`config.mk`:
```
export PLATFORM = sky130hd
export DESIGN_NAME = code_lock
export DESIGN_NICKNAME = d
export VERILOG_FILES = /design/src/rtl/code_lock.sv
export SDC_FILE = /design/constraint.sdc
export NUM_CORES = 1
export LEC_CHECK = 0
export CELL_PAD_IN_SITES_DETAIL_PLACEMENT = 2
export CELL_PAD_IN_SITES_GLOBAL_PLACEMENT = 2
export CORE_AREA = 5 5 87 89
export DETAILED_ROUTE_END_ITERATION = 8
export DIE_AREA = 0 0 92 94
export GPL_TIMING_DRIVEN = 1
export PLACE_DENSITY = 0.81
export SLEW_MARGIN = 40
export SYNTH_ARGS = -nofsm -noshare
export SYNTH_HDL_FRONTEND = slang
export SYNTH_SLANG_ARGS = --single-unit
```
`constraint.sdc`:
```
create_clock -name clk -period 2.03 [get_ports clk]
set_input_delay 0.406 -clock clk [delete_from_list [all_inputs] [get_ports clk]]
set_output_delay 0.406 -clock clk [all_outputs]
set_load 0.01 [all_outputs]
```
`src/rtl/code_lock.sv`:
```
// Symbol-entry code lock: compares CODE_LEN symbols against a stored code,
// opens for UNLOCK_CYC cycles on a match, and locks out after MAX_FAIL misses.
module code_lock #(
    parameter int                          SYM_W        = 4,
    parameter int                          CODE_LEN     = 4,
    parameter int                          MAX_FAIL     = 3,
    parameter int                          UNLOCK_CYC   = 8,
    parameter int                          LOCKOUT_CYC  = 16,
    parameter logic [SYM_W*CODE_LEN-1:0]   DEFAULT_CODE = 16'h4321
) (
    input  logic                      clk,
    input  logic                      reset_n,
    input  logic [SYM_W-1:0]          sym_in,
    input  logic                      sym_valid,
    input  logic                      clear,
    input  logic                      prog_en,
    input  logic [SYM_W*CODE_LEN-1:0] prog_code,
    output logic                      unlocked,
    output logic                      lockout,
    output logic                      fail_pulse,
    output logic [3:0]                fail_cnt
);

    localparam int MAX_CYC = (UNLOCK_CYC > LOCKOUT_CYC) ? UNLOCK_CYC : LOCKOUT_CYC;
    localparam int TMR_W   = $clog2(MAX_CYC + 1);
    localparam int CNT_W   = $clog2(CODE_LEN);

    localparam logic [CNT_W-1:0] LAST_IDX     = CNT_W'(CODE_LEN - 1);
    localparam logic [TMR_W-1:0] UNLOCK_LOAD  = TMR_W'(UNLOCK_CYC - 1);
    localparam logic [TMR_W-1:0] LOCKOUT_LOAD = TMR_W'(LOCKOUT_CYC - 1);
    localparam logic [3:0]       MAX_FAIL_C   = 4'(MAX_FAIL);

    typedef enum logic [1:0] {
        ST_ENTRY,
        ST_UNLOCK,
        ST_LOCKOUT
    } state_t;

    state_t                      state_q, state_d;
    logic [CNT_W-1:0]            ent_cnt_q, ent_cnt_d;
    logic                        match_q, match_d;
    logic [SYM_W*CODE_LEN-1:0]   code_q, code_d;
    logic [TMR_W-1:0]            tmr_q, tmr_d;
    logic                        unlocked_q, unlocked_d;
    logic                        lockout_q, lockout_d;
    logic                        fail_pulse_q, fail_pulse_d;
    logic [3:0]                  fail_cnt_q, fail_cnt_d;

    logic [SYM_W-1:0]            exp_sym;
    logic                        sym_ok;
    logic [3:0]                  fail_next;

    always_comb begin
        exp_sym   = code_q[int'(ent_cnt_q)*SYM_W +: SYM_W];
        sym_ok    = (sym_in == exp_sym);
        fail_next = (fail_cnt_q < MAX_FAIL_C) ? fail_cnt_q + 4'd1 : fail_cnt_q;
    end

    always_comb begin
        state_d      = state_q;
        ent_cnt_d    = ent_cnt_q;
        match_d      = match_q;
        code_d       = code_q;
        tmr_d        = tmr_q;
        unlocked_d   = unlocked_q;
        lockout_d    = lockout_q;
        fail_pulse_d = 1'b0;
        fail_cnt_d   = fail_cnt_q;

        case (state_q)
            ST_ENTRY: begin
                // clear has priority: the coincident symbol is dropped
                if (clear) begin
                    ent_cnt_d = '0;
                    match_d   = 1'b1;
                end else if (sym_valid) begin
                    if (ent_cnt_q == LAST_IDX) begin
                        ent_cnt_d = '0;
                        match_d   = 1'b1;
                        if (match_q && sym_ok) begin
                            state_d    = ST_UNLOCK;
                            unlocked_d = 1'b1;
                            tmr_d      = UNLOCK_LOAD;
                            fail_cnt_d = 4'd0;
                        end else begin
                            fail_pulse_d = 1'b1;
                            fail_cnt_d   = fail_next;
                            if (fail_next >= MAX_FAIL_C) begin
                                state_d   = ST_LOCKOUT;
                                lockout_d = 1'b1;
                                tmr_d     = LOCKOUT_LOAD;
                            end
                        end
                    end else begin
                        ent_cnt_d = ent_cnt_q + 1'b1;
                        match_d   = match_q & sym_ok;
                    end
                end
            end
            ST_UNLOCK: begin
                if (prog_en) begin
                    code_d = prog_code;
                end
                if (tmr_q == '0) begin
                    state_d    = ST_ENTRY;
                    unlocked_d = 1'b0;
                    ent_cnt_d  = '0;
                    match_d    = 1'b1;
                end else begin
                    tmr_d = tmr_q - 1'b1;
                end
            end
            ST_LOCKOUT: begin
                if (tmr_q == '0) begin
                    state_d    = ST_ENTRY;
                    lockout_d  = 1'b0;
                    fail_cnt_d = 4'd0;
                    ent_cnt_d  = '0;
                    match_d    = 1'b1;
                end else begin
                    tmr_d = tmr_q - 1'b1;
                end
            end
            default: begin
                state_d    = ST_ENTRY;
                unlocked_d = 1'b0;
                lockout_d  = 1'b0;
                ent_cnt_d  = '0;
                match_d    = 1'b1;
            end
        endcase
    end

    always_ff @(posedge clk) begin
        if (!reset_n) begin
            state_q      <= ST_ENTRY;
            ent_cnt_q    <= '0;
            match_q      <= 1'b1;
            code_q       <= DEFAULT_CODE;
            tmr_q        <= '0;
            unlocked_q   <= 1'b0;
            lockout_q    <= 1'b0;
            fail_pulse_q <= 1'b0;
            fail_cnt_q   <= 4'd0;
        end else begin
            state_q      <= state_d;
            ent_cnt_q    <= ent_cnt_d;
            match_q      <= match_d;
            code_q       <= code_d;
            tmr_q        <= tmr_d;
            unlocked_q   <= unlocked_d;
            lockout_q    <= lockout_d;
            fail_pulse_q <= fail_pulse_d;
            fail_cnt_q   <= fail_cnt_d;
        end
    end

    assign unlocked   = unlocked_q;
    assign lockout    = lockout_q;
    assign fail_pulse = fail_pulse_q;
    assign fail_cnt   = fail_cnt_q;

endmodule
```
==> results.sh <==
export IMPL_tightest_slew_ps=598
export IMPL_period_share_pct=107
export IMPL_ys_seq_area_share_pct=36.8
export IMPL_slew_headroom_pct=60.0
export IMPL_syn_nets=243
export IMPL_grt_pass1_wl_um=10900
export IMPL_violations="negative setup slack"
export IMPL_reg2reg_depth=7
export IMPL_core_area_um2=6680
export IMPL_rows=30
export IMPL_ys_warn_count=0
export IMPL_drive_gt1_share_pct=27.9
export IMPL_fin_cells=349
export IMPL_fmax_mhz=462
export IMPL_htreeDepth=2
export IMPL_synth_top_area_share_pct=36.8
export IMPL_ios=32
export IMPL_path_clk_slew_ps=70
export IMPL_dieHeight_um=94
export IMPL_area_delta_synth_final_pct=47.0
export IMPL_synth_largest_area_cell="dfxtp_1"
export IMPL_fin_area_um2=2640
export IMPL_dpl_cell_count=338
export IMPL_drt_iter0_drc=85
export IMPL_top_usage_layer="met2"
export IMPL_viasPerCell=5.32
export IMPL_async_reset_ff_share_pct=0
export IMPL_crit_slowest_cell="mux4_2"
export IMPL_port_buffers=31
export IMPL_synthTopCellsByArea="dfxtp_1 (37%), nand2_1 (10%), a21oi_1 (5.0%)"
export IMPL_status="complete, but fails checks"
export IMPL_fin_tns_setup_ps=-934
export IMPL_cpPeakStageDelay_ps=550
export IMPL_synth_edf_count=0
export IMPL_grt_start_max_net_pins=17
export IMPL_worstPathCellList="mux4_2 > xnor2_2 > buf_4 > o2111a_2 > buf_6 > or4_4 > a21oi_2"
export IMPL_gp_congestion=0.780
export IMPL_power_density_nw_per_um2=545
export IMPL_dieArea_um2=8650
export IMPL_hp_start="code_q[13]$_SDFFE_PN0P_"
export IMPL_finalHoldViolations=0
export IMPL_start_util_pct=26.9
export IMPL_insertion_delay_ps=300
export IMPL_path_class="register to register"
export IMPL_antenna_left=0
export IMPL_leakage_nw=1.00
export IMPL_avgSynthCellArea_um2=8.52
export IMPL_cts_buffers=5
export IMPL_path_buf_inv=2
export IMPL_placed_area_um2=2360
export IMPL_fin_ws_ps=-133
export IMPL_cts_tree="done"
export IMPL_critPathRequiredTime_ps=2270
export IMPL_nNetsFinal=300
export IMPL_synth_ff_type="dfxtp_1"
export IMPL_ir_worst_vdd_v=0.000275
export IMPL_cts_root_buf="clkbuf_8"
export IMPL_drv_slew=0
export IMPL_wl_per_cell_um=20.5
export IMPL_r2r_end="fail_cnt[1]$_SDFFE_PN0P_"
export IMPL_antenna_found_initial=0
export IMPL_final_util_pct=39.5
export IMPL_synth_area_um2=1800
export IMPL_vias=1856
export IMPL_ys_seq_elements=33
export IMPL_worstHoldPathType="register to register"
export IMPL_layout_commonest_cell="nand2_1"
export IMPL_min_to="code_q[13]$_SDFFE_PN0P_"
export IMPL_holdWs_ps=460
export IMPL_layout_common_cells="nand2_1 (48), clkdlybuf4s50_1 (31), dfxtp_1 (30), buf_4 (28), a21oi_1 (15)"
export IMPL_synth_cells=211
export IMPL_cts_path_max_buffers=2
export IMPL_grt_use_met2_pct=29.7
export IMPL_cts_sinks=33
export IMPL_startpoint_type="register"
export IMPL_route_detailed_drc=0
export IMPL_met1_usage_pct=19.1
export IMPL_hpwlAfterDp_um=4630
export IMPL_drt_first_pass_iters=4
export IMPL_grtUsageMet3_pct=2.64
export IMPL_diodes=0
export IMPL_cp_end_kind="register"
export IMPL_rsz0062_at_grt="true"
export IMPL_worstReg2RegStart="ent_cnt_q[0]$_SDFFE_PN0P_"
export IMPL_clock_skew_ps=2.33
export IMPL_die_x_um=92
export IMPL_overflow=0
export IMPL_fin_crit_ps=2160
export IMPL_rrSetupSlack_ps=-130
export IMPL_path_delay_family="multiplexers"
export IMPL_grt_pass1_vias=2079
export IMPL_routed_wl_um=7150
export IMPL_ys_types=44
export IMPL_worstPathArrival_ps=2400
export IMPL_min_path_cells=2
export IMPL_setup_violations_final=10
export IMPL_critPathMaxFanout=5
export IMPL_grt_usage_pct=16.4
export IMPL_maxCapViolCount=0
==> worst max-delay path by stage <==
stage,start,endpoint,slack [ps],cells past startpoint
global placement,sym_in[3],tmr_q[3]$_SDFFE_PN0P_,-330,7
CTS,ent_cnt_q[0]$_SDFFE_PN0P_,state_q[0]$_SDFFE_PN0P_,-40,6
finish,ent_cnt_q[0]$_SDFFE_PN0P_,fail_cnt[1]$_SDFFE_PN0P_,-130,7
global route,ent_cnt_q[0]$_SDFFE_PN0P_,fail_cnt[1]$_SDFFE_PN0P_,-190,7
floorplan,ent_cnt_q[0]$_SDFFE_PN0P_,tmr_q[3]$_SDFFE_PN0P_,9,7
detailed placement,sym_in[3],tmr_q[3]$_SDFFE_PN0P_,-430,7
==> kinds of logic after synthesis <==
family / count (synthesis) / synth area share [%]
AO/OA/AOI/OAI: 45 / 18.0
XOR/XNOR: 3 / 2.72
AND/OR/NAND/NOR: 92 / 24.4
adder cells (fa/ha/maj): 7 / 4.87
flip-flops: 33 / 36.8
buffers and inverters: 20 / 5.08
multiplexers: 11 / 8.22
==> final cells by class <==
class	instances	area, um^2
fill	743	4040
multi-input combinational	158	1170
sequential	33	667
timing repair buffer	64	577
tap	80	100
clock buffer	7	96.3
inverter	6	22.5
clock inverter	1	5.00
==> registers in the layout, summed over array words and instances (netlist names) <==
signal      flops
code_q         16
ent_cnt_q       2
fail_cnt        4
fail_pulse      1
lockout         1
match_q         1
state_q         2
tmr_q           5
unlocked        1
==> stage by stage <==
step | setup slack, ps | total power [mW]
4_1_cts | -44.5 | 1.43
2_1_floorplan | 8.80 | 0.754
5_1_grt | -193 | 1.49
6_report | -133 | 1.44
3_5_place_dp | -430 | 0.857
3_3_place_gp | -327 | 0.850
==> metal layers <==
layer  routed length [um]  share of wire, %  up-vias
met4                  210               2.9        0
met3                  193               2.7       19
met2                 3680                52       40
met5                    0                 0        -
met1                 3060                43      926
li1                     -                 -      871
==> power breakdown <==
group	switching [mW]	leakage, nW	internal, mW	total (mW)
Combinational	0.0929	0.682	0.118	0.211
Sequential	0.00874	0.268	0.653	0.661
Clock	0.261	0.0542	0.307	0.568
==> cells in the mapped netlist, types with 3 or more instances <==
| cell | instances |
|---|---|
| nor2_1 | 8 |
| dfxtp_1 | 33 |
| nand3b_1 | 4 |
| nor3_1 | 3 |
| xnor2_2 | 3 |
| mux2i_1 | 8 |
| inv_1 | 6 |
| nand2_1 | 49 |
| a21oi_1 | 18 |
| mux4_2 | 3 |
| clkbuf_1 | 10 |
| a211oi_1 | 6 |
| ha_1 | 7 |
| a31oi_1 | 4 |
| o21ai_0 | 3 |
| nand3_1 | 11 |
==> tightest hold or removal path: cells and delay by family (launching register included) <==
family	cells	cell delay [ps]
flip-flops	1	310
AND/OR/NAND/NOR	1	50
AO/OA/AOI/OAI	1	50
==> repair_timing <==
| item | in CTS | in global routing |
|---|---|---|
| hold buffers | 0 | 0 |
| pin swaps | 5 | 4 |
| hold endpoints to repair | 0 | 0 |
| setup buffers | 2 | 1 |
| endpoints found under the setup margin | 14 | 14 |
| resized for setup | 16 | 19 |
(Power assumes the default switching activity.)
